File: config.mk
export PLATFORM = sky130hd
export DESIGN_NAME = insn_sequencer
export DESIGN_NICKNAME = d
export VERILOG_FILES = /design/src/rtl/insn_sequencer.sv
export SDC_FILE = /design/constraint.sdc
export NUM_CORES = 1
export LEC_CHECK = 0
export BUFFER_PORTS_ARGS = -buffer_cell sky130_fd_sc_hd__buf_2
export CORE_MARGIN = 10
export CORE_UTILIZATION = 45
export CTS_BUF_LIST = sky130_fd_sc_hd__clkbuf_4
export CTS_CLUSTER_DIAMETER = 150
export CTS_CLUSTER_SIZE = 24
export DETAILED_ROUTE_END_ITERATION = 6
export GPL_ROUTABILITY_DRIVEN = 0
export GPL_TIMING_DRIVEN = 0
export PLACE_DENSITY_LB_ADDON = 0.3
export SYNTH_ARGS = -nofsm -noshare
export SYNTH_HDL_FRONTEND = slang
export SYNTH_SLANG_ARGS = --single-unit
File: constraint.sdc
create_clock -name clk -period 1.6 [get_ports clk]
set_input_delay 0.32 -clock clk [delete_from_list [all_inputs] [get_ports clk]]
set_output_delay 0.32 -clock clk [all_outputs]
set_load 0.02 [all_outputs]
File: src/rtl/insn_sequencer.sv
// Instruction sequencer: fetches one byte per instruction from program memory,
// decodes its class and pulses one class strobe, with a fetch timeout that parks in FAULT.
module insn_sequencer #(
    parameter int unsigned UUID          = 0,
    parameter string       NAME          = "",
    parameter int unsigned FETCH_TIMEOUT = 15
) (
    input  logic       clk,
    input  logic       rst,
    input  logic       start,
    input  logic       halt_req,
    output logic       mem_req,
    output logic [7:0] mem_addr,
    input  logic       mem_ack,
    input  logic [7:0] mem_data,
    input  logic       cond_true,
    input  logic [7:0] jump_target,
    output logic [7:0] instr,
    output logic       imm_en,
    output logic       calc_en,
    output logic       copy_en,
    output logic       cond_en,
    output logic [7:0] pc,
    output logic       busy,
    output logic       fault
);

    // state  | meaning
    // IDLE   | waiting for start, pc retained
    // FETCH  | mem_req high, waiting for mem_ack or timeout
    // DECODE | one quiet cycle after the fetch
    // EXEC   | one class strobe, optional branch, halt_req decides next
    // FAULT  | fetch timed out, frozen until rst
    typedef enum logic [2:0] {
        S_IDLE,
        S_FETCH,
        S_DECODE,
        S_EXEC,
        S_FAULT
    } state_t;

    localparam logic [7:0] WAIT_LAST = 8'(FETCH_TIMEOUT - 1);

    state_t     state_q, state_d;
    logic [7:0] pc_q, pc_d;
    logic [7:0] instr_q, instr_d;
    logic [7:0] wait_q, wait_d;
    logic       exec_now;

    always_ff @(posedge clk) begin
        if (rst) begin
            state_q <= S_IDLE;
            pc_q    <= 8'd0;
            instr_q <= 8'd0;
            wait_q  <= 8'd0;
        end else begin
            state_q <= state_d;
            pc_q    <= pc_d;
            instr_q <= instr_d;
            wait_q  <= wait_d;
        end
    end

    always_comb begin
        state_d = state_q;
        pc_d    = pc_q;
        instr_d = instr_q;
        wait_d  = wait_q;
        unique case (state_q)
            S_IDLE: begin
                if (start) begin
                    state_d = S_FETCH;
                    wait_d  = 8'd0;
                end
            end
            S_FETCH: begin
                // an ack in the final allowed cycle still completes the fetch
                if (mem_ack) begin
                    instr_d = mem_data;
                    pc_d    = pc_q + 8'd1;
                    state_d = S_DECODE;
                end else begin
                    wait_d = wait_q + 8'd1;
                    if (wait_q == WAIT_LAST) begin
                        state_d = S_FAULT;
                    end
                end
            end
            S_DECODE: begin
                state_d = S_EXEC;
            end
            S_EXEC: begin
                if (instr_q[7:6] == 2'b11 && cond_true) begin
                    pc_d = jump_target;
                end
                if (halt_req) begin
                    state_d = S_IDLE;
                end else begin
                    state_d = S_FETCH;
                    wait_d  = 8'd0;
                end
            end
            S_FAULT: begin
                state_d = S_FAULT;
            end
            default: begin
                state_d = S_IDLE;
            end
        endcase
    end

    assign exec_now = (state_q == S_EXEC);
    assign mem_req  = (state_q == S_FETCH);
    assign mem_addr = pc_q;
    assign pc       = pc_q;
    assign instr    = instr_q;
    assign busy     = (state_q == S_FETCH) || (state_q == S_DECODE) || (state_q == S_EXEC);
    assign fault    = (state_q == S_FAULT);
    assign imm_en   = exec_now && (instr_q[7:6] == 2'b00);
    assign calc_en  = exec_now && (instr_q[7:6] == 2'b01);
    assign copy_en  = exec_now && (instr_q[7:6] == 2'b10);
    assign cond_en  = exec_now && (instr_q[7:6] == 2'b11);

endmodule
==> impl_metrics.env, run 1 <==
export IMPL_synth_seq_area_share=0.342
export IMPL_yosys_area_top_type="dfxtp_1"
export IMPL_crit_path_end_kind="primary output"
export IMPL_power_density_nw_per_um2=653
export IMPL_drtPass1Iterations=4
export IMPL_syn_area_um2=1580
export IMPL_worstSkewPairLatency_ps=340
export IMPL_synth_edf_count=0
export IMPL_synth_warnings=0
export IMPL_nets=293
export IMPL_p_leak_nw=0.937
export IMPL_synthCells=200
export IMPL_core_area_um2=3360
export IMPL_wl_um=4480
export IMPL_synth_seq_cells=27
export IMPL_grt_overflow_total=0
export IMPL_htreeDepth=1
export IMPL_peakVddDrop_uv=445
export IMPL_drive_gt1_frac=0.423
export IMPL_status="finished, violations left"
export IMPL_cts_sinks=27
export IMPL_min_path_type="input pin to flop"
export IMPL_grt_usage=0.135
export IMPL_wl_per_cell_um=14.3
export IMPL_grt_pass1_vias=1609
export IMPL_ys_flop_type="dfxtp_1"
export IMPL_slew_headroom=0.622
export IMPL_dieArea_um2=6290
export IMPL_synth_cell_type_count=46
export IMPL_layout_setup_ws_ps=-119
export IMPL_async_reset_ff_frac=0
export IMPL_worstSetupPathType="flop to primary output"
export IMPL_fin_crit_sh=1.07
export IMPL_fin_tns_setup_ps=-308
export IMPL_cp_start_kind="flop"
export IMPL_arrival_ps=1400
export IMPL_cts_root_buffer="clkbuf_4"
export IMPL_skew_ps=12.2
export IMPL_cts_buffers=3
export IMPL_max_stage_delay_ps=400
export IMPL_tritoncts="yes"
export IMPL_synth_top_area_share=0.342
export IMPL_violations="negative setup slack"
export IMPL_io_buffers=52
export IMPL_worst_slew_pin_slew_ps=562
export IMPL_rows=21
export IMPL_start_util=0.470
export IMPL_cp_data_required_time_ps=1280
export IMPL_area_delta_synth_final_pct=42.0
export IMPL_grt_max_degree=17
export IMPL_slowest_stage="dfxtp_4"
export IMPL_antenna_found_initial=0
export IMPL_cpMostUsedCell="buf_6"
export IMPL_grt_pass1_wl_um=7200
export IMPL_vias=1653
export IMPL_boundaryPins=53
export IMPL_min_period_ps=1720
export IMPL_first_iter_violations=82
export IMPL_worstPathMaxFanout=5
export IMPL_cp_top_family="simple AND/OR/NAND/NOR gates"
export IMPL_fmax_mhz=582
export IMPL_die_w_um=79.3
export IMPL_die_h_um=79.3
export IMPL_path_buf_inv=2
export IMPL_dp_hpwl_um=3010
export IMPL_setup_viol=4
export IMPL_final_hold_viol_count=0
export IMPL_cts_max_path_buffers=2
export IMPL_post_route_drc_count=0
export IMPL_ant_nets=0
export IMPL_synth_area_per_cell_um2=7.91
export IMPL_pre_cts_ws_ps=-143
export IMPL_antenna_cells=0
export IMPL_ys_top_cells_by_area="dfxtp_1 34%, a21oi_1 7.9%, nand2_1 7.4%, buf_4 4.3%, nand3_1 2.8%"
export IMPL_cts_hold_buf=0
export IMPL_via_per_inst=5.28
export IMPL_path_clk_slew_ps=160
export IMPL_synth_nets=225
export IMPL_crit_chain="and3b_2 -> buf_6 -> nand2_2 -> nor2_2 -> buf_6"
export IMPL_slew_violations=0
export IMPL_rsz0062_at_grt="true"
export IMPL_drv_cap=0
## where the power goes
group	total (W)	leakage, nW	internal (W)	switching [W]
clock	0.000316	0.0139	0.0000958	0.000221
combinational	0.000420	0.702	0.000196	0.000224
sequential	0.000729	0.221	0.000699	0.0000306
total	0.00147	0.937	0.000990	0.000475
## placed cells by master, fill, tap and decap left out, types with 3 or more instances in the layout
cell      synthesis  final
buf_2             5     45
nand2_1          31     29
a21oi_1          25     24
dfxtp_1          27     23
buf_4             9     19
buf_6             2     10
nand3_1           9      9
o21ai_0           8      8
nor2_1            8      6
nand2b_1          6      5
inv_1             6      4
and2_1            4      4
clkbuf_4          0      4
nor3_1            7      4
o21ai_1           5      4
o21a_1            3      3
mux2i_1           3      3
a2111o_1          3      3
ha_1              3      3
## worst min-delay path, stage by stage
cell,delay (ps)
buf_2,90
nand2_1,40
a21oi_1,50
## repair_timing
action,CTS,global route
endpoints found under the setup margin,12,25
cloned,0,1
gates resized for setup,34,27
pin swaps,4,10
endpoints found under the hold margin,0,0
buffers inserted,7,7
## registers in the layout (all words and copies together), names as in the netlist
name / count
state_q: 3
wait_q: 8
mem_addr: 8
instr: 8
## cells in the mapped netlist, types with 2 or more instances
| cell type | number |
|---|---|
| a211oi_2 | 2 |
| nor2_1 | 8 |
| and2_0 | 2 |
| and3_1 | 2 |
| a2111o_1 | 3 |
| nand3_1 | 9 |
| nand2_1 | 31 |
| o21ai_1 | 5 |
| dfxtp_1 | 27 |
| nand2b_1 | 6 |
| o21a_1 | 3 |
| clkbuf_1 | 3 |
| nor4_1 | 2 |
| mux2i_1 | 3 |
| and2_1 | 4 |
| buf_2 | 5 |
| buf_4 | 9 |
| inv_1 | 6 |
| o21ai_0 | 8 |
| a21oi_1 | 25 |
| buf_6 | 2 |
| nand4_1 | 2 |
| ha_1 | 3 |
| nor3_1 | 7 |
| a21o_1 | 2 |
## per-layer routing
| metal | part of all wire | track usage |
|---|---|---|
| met5 | 0 | 0 |
| met4 | 0.0042 | 0.0358 |
| met3 | 0.079 | 0.0507 |
| met2 | 0.50 | 0.236 |
| met1 | 0.41 | 0.149 |
## stage by stage
| stage | instances | utilization | total power (W) | instance area [µm²] | hold WS (ps) |
|---|---|---|---|---|---|
| 6_report | 313 | 0.668 | 0.00147 | 2250 | 190 |
| 5_1_grt | 313 | 0.668 | 0.00154 | 2250 | 189 |
| 4_1_cts | 309 | 0.628 | 0.00143 | 2110 | 190 |
| 3_5_place_dp | 298 | 0.565 | 0.00105 | 1900 | 446 |
| 3_3_place_gp | 298 | 0.565 | 0.00104 | 1900 | 439 |
| 2_1_floorplan | 200 | - | 0.000946 | 1580 | 436 |
## area by class of cell
| type | count | area [µm²] |
|---|---|---|
| repair buffers | 66 | 447 |
| well taps | 46 | 57.6 |
| clock inverters | 1 | 7.51 |
| multi-input cells | 148 | 1010 |
| plain buffers | 16 | 129 |
| clock buffers | 3 | 22.5 |
| flip-flops and latches | 27 | 551 |
| fillers | 300 | 1120 |
| inverters | 6 | 25.0 |
## kinds of logic (layout without fill, tap and decap cells)
family / count (synthesis) / in the layout / synth area share
fa+ha+maj: 3 / 3 / 0.0237
mux: 3 / 3 / 0.0190
simple gates: 84 / 84 / 0.284
flops: 27 / 27 / 0.342
compound gates: 58 / 58 / 0.237
buf+inv: 25 / 92 / 0.0941
## worst paths after layout
kind / from / end / slack, ps / cells past startpoint
setup reg to reg: state_q[0] / state_q[2] / 20 / 6
setup / recovery: state_q[2] / calc_en / -120 / 5
hold reg to reg: instr[4] / instr[4] / 460 / 2
hold / removal: mem_data[3] / instr[3] / 190 / 3
(Power assumes the default switching activity.)
==> inputs of run 2 (changes only) <==
--- a/config.mk
+++ b/config.mk
@@ -8,5 +8,5 @@
 export BUFFER_PORTS_ARGS = -buffer_cell sky130_fd_sc_hd__buf_2
 export CORE_MARGIN = 10
-export CORE_UTILIZATION = 45
+export CORE_UTILIZATION = 30
 export CTS_BUF_LIST = sky130_fd_sc_hd__clkbuf_4
 export CTS_CLUSTER_DIAMETER = 150
==> constraint.sdc (replaced) <==
create_clock -name clk -period 1.6 [get_ports clk]
set_input_delay 0.32 -clock clk [delete_from_list [all_inputs] [get_ports clk]]
set_output_delay 0.32 -clock clk [all_outputs]
set_load 0.005 [all_outputs]
==> run 2 against run 1 <==
Effect of this change:
- the flow still finishes with violations (negative setup slack)
- critical path depth increased by 2
- combinational power increased by 2%
- sequential cell count unchanged
- via count increased by 2.6%
- worst hold slack improved by 28 ps
- routed wire length increased by 12%
- design area increased by 3.8%
- clock skew decreased by 4.9 ps
- first-iteration DRC count decreased by 9.8%
- clock power increased by 2%
==> impl_metrics.env, run 2 (synthesized netlist as in run 1, its figures left out) <==
export IMPL_status="finished, violations left"
export IMPL_violations="negative setup slack"
export IMPL_cts_max_path_buffers=2
export IMPL_post_route_drc_count=0
export IMPL_fmax_mhz=585
export IMPL_via_per_inst=4.92
export IMPL_final_common_cell="buf_2"
export IMPL_htreeDepth=1
export IMPL_die_h_um=92.6
export IMPL_ant_nets=0
export IMPL_grt_pass1_wl_um=7530
export IMPL_core_area_um2=5110
export IMPL_min_path_type="input pin to flop"
export IMPL_start_util=0.310
export IMPL_dp_hpwl_um=3320
export IMPL_first_iter_violations=74
export IMPL_nets=301
export IMPL_wl_per_cell_um=14.5
export IMPL_worstPathMaxFanout=5
export IMPL_r2r_setup_slack_ps=-90
export IMPL_boundaryPins=53
export IMPL_layout_setup_ws_ps=-110
export IMPL_worstSkewPairLatency_ps=320
export IMPL_wl_um=5000
export IMPL_rows=26
export IMPL_skew_ps=7.27
export IMPL_grt_usage=0.103
export IMPL_seqCellArea_um2=547
export IMPL_n_fill_cell=506
export IMPL_die_w_um=92.6
export IMPL_multi_input_area_um2=1040
export IMPL_arrival_ps=1390
export IMPL_crit_path_end_kind="primary output"
export IMPL_rsz0062_at_grt="true"
export IMPL_final_hold_viol_count=0
export IMPL_grt_max_degree=15
export IMPL_setup_viol=15
export IMPL_antenna_found_initial=0
export IMPL_slew_headroom=0.593
export IMPL_drive_gt1_frac=0.440
export IMPL_worstSetupPathType="flop to primary output"
export IMPL_dieArea_um2=8580
export IMPL_grt_overflow_total=0
export IMPL_total_power_w=0.00148
export IMPL_dp_cells=322
export IMPL_fin_crit_sh=1.07
export IMPL_cts_sinks=27
export IMPL_drtPass1Iterations=4
export IMPL_io_buffers=52
export IMPL_path_clk_slew_ps=150
export IMPL_cts_hold_buf=0
export IMPL_whs_ps=217
export IMPL_cp_start_kind="flop"
export IMPL_power_density_nw_per_um2=633
export IMPL_worst_slew_pin_slew_ps=604
export IMPL_fin_cells=345
export IMPL_cts_buffers=3
export IMPL_cts_root_buffer="clkbuf_4"
export IMPL_area_delta_synth_final_pct=47.5
export IMPL_vias=1696
export IMPL_tritoncts="yes"
export IMPL_mostFrequentLayoutCells="51 x buf_2, 29 x nand2_1, 24 x dfxtp_1"
export IMPL_peakVddDrop_uv=317
export IMPL_min_period_ps=1710
export IMPL_grt_pass1_vias=1614
export IMPL_slew_violations=0
export IMPL_drv_cap=0
export IMPL_fin_tns_setup_ps=-910
export IMPL_pre_cts_ws_ps=-97.0
export IMPL_p_leak_nw=0.986
export IMPL_antenna_cells=0
export IMPL_cp_data_required_time_ps=1280
[run 2: changes by cell type in the layout (fill, tap and decap cells not counted), moves of 2 or more]
cell | before | now
buf_6 | 10 | 12
buf_2 | 45 | 51
buf_4 | 19 | 22
o21ai_1 | 4 | 6
nor2_1 | 6 | 8
nor2_2 | 2 | 0
o21ai_0 | 8 | 5
[run 2: report_power, final]
group,switching (W),internal [W],leakage [nW]
sequential,0.0000270,0.000699,0.220
clock,0.000207,0.000114,0.0184
combinational,0.000208,0.000221,0.747
[run 2: final timing paths]
check,from,endpoint,depth (start not counted)
min reg2reg,instr[2],instr[2],2
min,mem_data[1],instr[1],3
max reg2reg,state_q[0],wait_q[6],8
max,state_q[0],fault,7
[run 2: timing repair]
action | CTS | global route
buffers inserted | 11 | 9
cloned | 1 | 1
hold endpoints to repair | 0 | 0
setup endpoints to repair | 6 | 26
resized for setup | 20 | 33
pin swaps | 3 | 11
[run 2: worst max-delay path: stages (launching register included)]
cell and delay [ps]:
dfxtp_2 350, buf_6 110, buf_6 110, buf_8 120
nor2_4 140, nand2_2 80, inv_2 60, buf_6 90
[run 2: cell type report]
type / instances / area share
Tap cell: 70 / 0.0376
Inverter: 6 / 0.00966
Timing Repair Buffer: 72 / 0.203
Multi-Input combinational cell: 149 / 0.446
Sequential cell: 27 / 0.234
Buffer: 17 / 0.0569
Clock buffer: 4 / 0.0129
[run 2: layer usage]
layer	vias to the layer above	wire (µm)	GRT usage
li1	854	-	-
met1	804	2030	0.108
met2	36	2630	0.189
met3	2	323	0.0339
met4	0	15	0.0321
met5	-	0	0
[run 2: stage by stage]
stage	cell area [µm²]	utilization
finish	2330	0.457
detailed placement	1930	0.378
global route	2330	0.457
CTS	2150	0.421
global placement	1930	0.378
floorplan	1580	-
==> inputs of run 3 (changes only) <==
- CORE_UTILIZATION: 30 -> 34
==> run 3 against run 2 <==
Effect of this change:
- the flow still finishes with violations (negative setup slack)
- worst setup slack worse by 13 ps
- non-clock buffer count down 11
- first-iteration DRC count up 28%
- design area down 10%
- largest power group unchanged
==> impl_metrics.env, run 3 (synthesized netlist as in run 1, its figures left out) <==
export IMPL_die_h_um=88.2
export IMPL_die_w_um=88.2
export IMPL_drive_gt1_frac=0.392
export IMPL_multi_input_area_um2=961
export IMPL_mostFrequentLayoutCells="51 x buf_2, 30 x nand2_1, 24 x a21oi_1, 24 x dfxtp_1, 18 x buf_4"
export IMPL_worstSkewPairLatency_ps=330
export IMPL_skew_ps=5.09
export IMPL_cpMostUsedCell="buf_6"
export IMPL_crit_chain="buf_6 -> and3b_2 -> buf_6 -> and3_4 -> buf_6"
export IMPL_arrival_ps=1400
export IMPL_worstPathMaxFanout=4
export IMPL_cts_sinks=27
export IMPL_antenna_cells=0
export IMPL_status="finished, violations left"
export IMPL_fin_crit_sh=1.08
export IMPL_grt_pass1_wl_um=7020
export IMPL_ant_nets=0
export IMPL_slew_headroom=0.657
export IMPL_grt_max_degree=17
export IMPL_slowest_stage="dfxtp_2"
export IMPL_design_area_um2=2090
export IMPL_peakVddDrop_uv=611
export IMPL_nets=289
export IMPL_fin_cells=315
export IMPL_violations="negative setup slack"
export IMPL_p_leak_nw=0.902
export IMPL_start_util=0.356
export IMPL_cts_root_buffer="clkbuf_4"
export IMPL_crit_path_end_kind="primary output"
export IMPL_hp_start="mem_data[4]"
export IMPL_boundaryPins=53
export IMPL_post_dp_cell_area_um2=1910
export IMPL_drv_cap=0
export IMPL_r2r_setup_slack_ps=-80
export IMPL_path_clk_slew_ps=160
export IMPL_fmax_mhz=580
export IMPL_tritoncts="yes"
export IMPL_final_hold_viol_count=0
export IMPL_grt_usage=0.108
export IMPL_antenna_found_initial=0
export IMPL_wl_per_cell_um=14.0
export IMPL_htreeDepth=1
export IMPL_area_delta_synth_final_pct=32.4
export IMPL_startpoint="state_q[0]"
export IMPL_min_path_type="input pin to flop"
export IMPL_n_fill_cell=454
export IMPL_slew_violations=0
export IMPL_max_stage_delay_ps=360
export IMPL_whs_ps=204
export IMPL_core_area_um2=4440
export IMPL_power_density_nw_per_um2=654
export IMPL_via_per_inst=5.07
export IMPL_vias=1598
export IMPL_first_iter_violations=95
export IMPL_r2r_start="state_q[0]"
export IMPL_cts_buffers=3
export IMPL_cp_data_required_time_ps=1280
export IMPL_dp_hpwl_um=3230
export IMPL_wl_um=4410
export IMPL_seqCellArea_um2=547
export IMPL_worstSetupPathType="flop to primary output"
export IMPL_grt_overflow_total=0
export IMPL_worst_slew_pin_slew_ps=514
export IMPL_setup_viol=8
export IMPL_fin_tns_setup_ps=-580
export IMPL_drtPass1Iterations=4
export IMPL_cp_start_kind="flop"
export IMPL_min_period_ps=1720
export IMPL_dp_cells=304
export IMPL_grt_pass1_vias=1499
export IMPL_cts_max_path_buffers=2
export IMPL_cts_hold_buf=0
export IMPL_fin_util=0.471
export IMPL_final_common_cell="buf_2"
export IMPL_io_buffers=52
export IMPL_post_route_drc_count=0
export IMPL_rsz0062_at_grt="true"
export IMPL_dieArea_um2=7780
export IMPL_layout_setup_ws_ps=-123
export IMPL_rows=24
## run 3: cell count changes in the layout (fill, tap and decap cells not counted), sizes merged
cell	previous run	this run
clkinvlp	0	1
clkbuf	6	7
o21ai	15	14
buf	87	74
## run 3: repair_timing
action | in CTS | in global routing
resized for setup | 10 | 21
endpoints found under the hold margin | 0 | 0
buffers inserted | 7 | 3
setup endpoints to repair | 7 | 33
gates cloned | 0 | 0
pin swaps | 0 | 4
## run 3: cell type report
type                            instances  share of cell area
Inverter                                6              0.0108
Buffer                                 16              0.0591
Timing Repair Buffer                   62               0.165
Multi-Input combinational cell        148               0.459
Clock buffer                            3              0.0108
Sequential cell                        27               0.261
Tap cell                               52              0.0311
Clock inverter                          1             0.00358
## run 3: layer usage
| layer | part of all wire | vias up | track usage |
|---|---|---|---|
| met5 | 0 | - | 0 |
| met4 | 0.0032 | 0 | 0.0132 |
| met2 | 0.47 | 36 | 0.188 |
| met3 | 0.083 | 2 | 0.0418 |
| met1 | 0.44 | 733 | 0.127 |
| li1 | - | 827 | - |
## run 3: where the power goes
group / total [W] / internal (W) / switching, W
sequential: 0.000728 / 0.000699 / 0.0000288
combinational: 0.000327 / 0.000156 / 0.000171
clock: 0.000315 / 0.0000956 / 0.000219
## run 3: worst paths after layout
path | to | cells past startpoint
hold reg to reg | instr[4] | 2
setup reg to reg | wait_q[7] | 7
hold / removal | instr[4] | 3
setup / recovery | cond_en | 5
## run 3: worst max-delay path: cells and delay by family (launching register included)
kind	cells	cell delay, ps
AND/OR/NAND/NOR	2	380
flip-flops	1	360
buffers and inverters	3	350
## run 3: through the flow
step / total power (W) / setup WS [ps]
finish: 0.00137 / -123
global route: 0.00146 / -197
CTS: 0.00135 / -198
detailed placement: 0.00102 / -101
global placement: 0.00101 / -97.7
floorplan: 0.000912 / 133
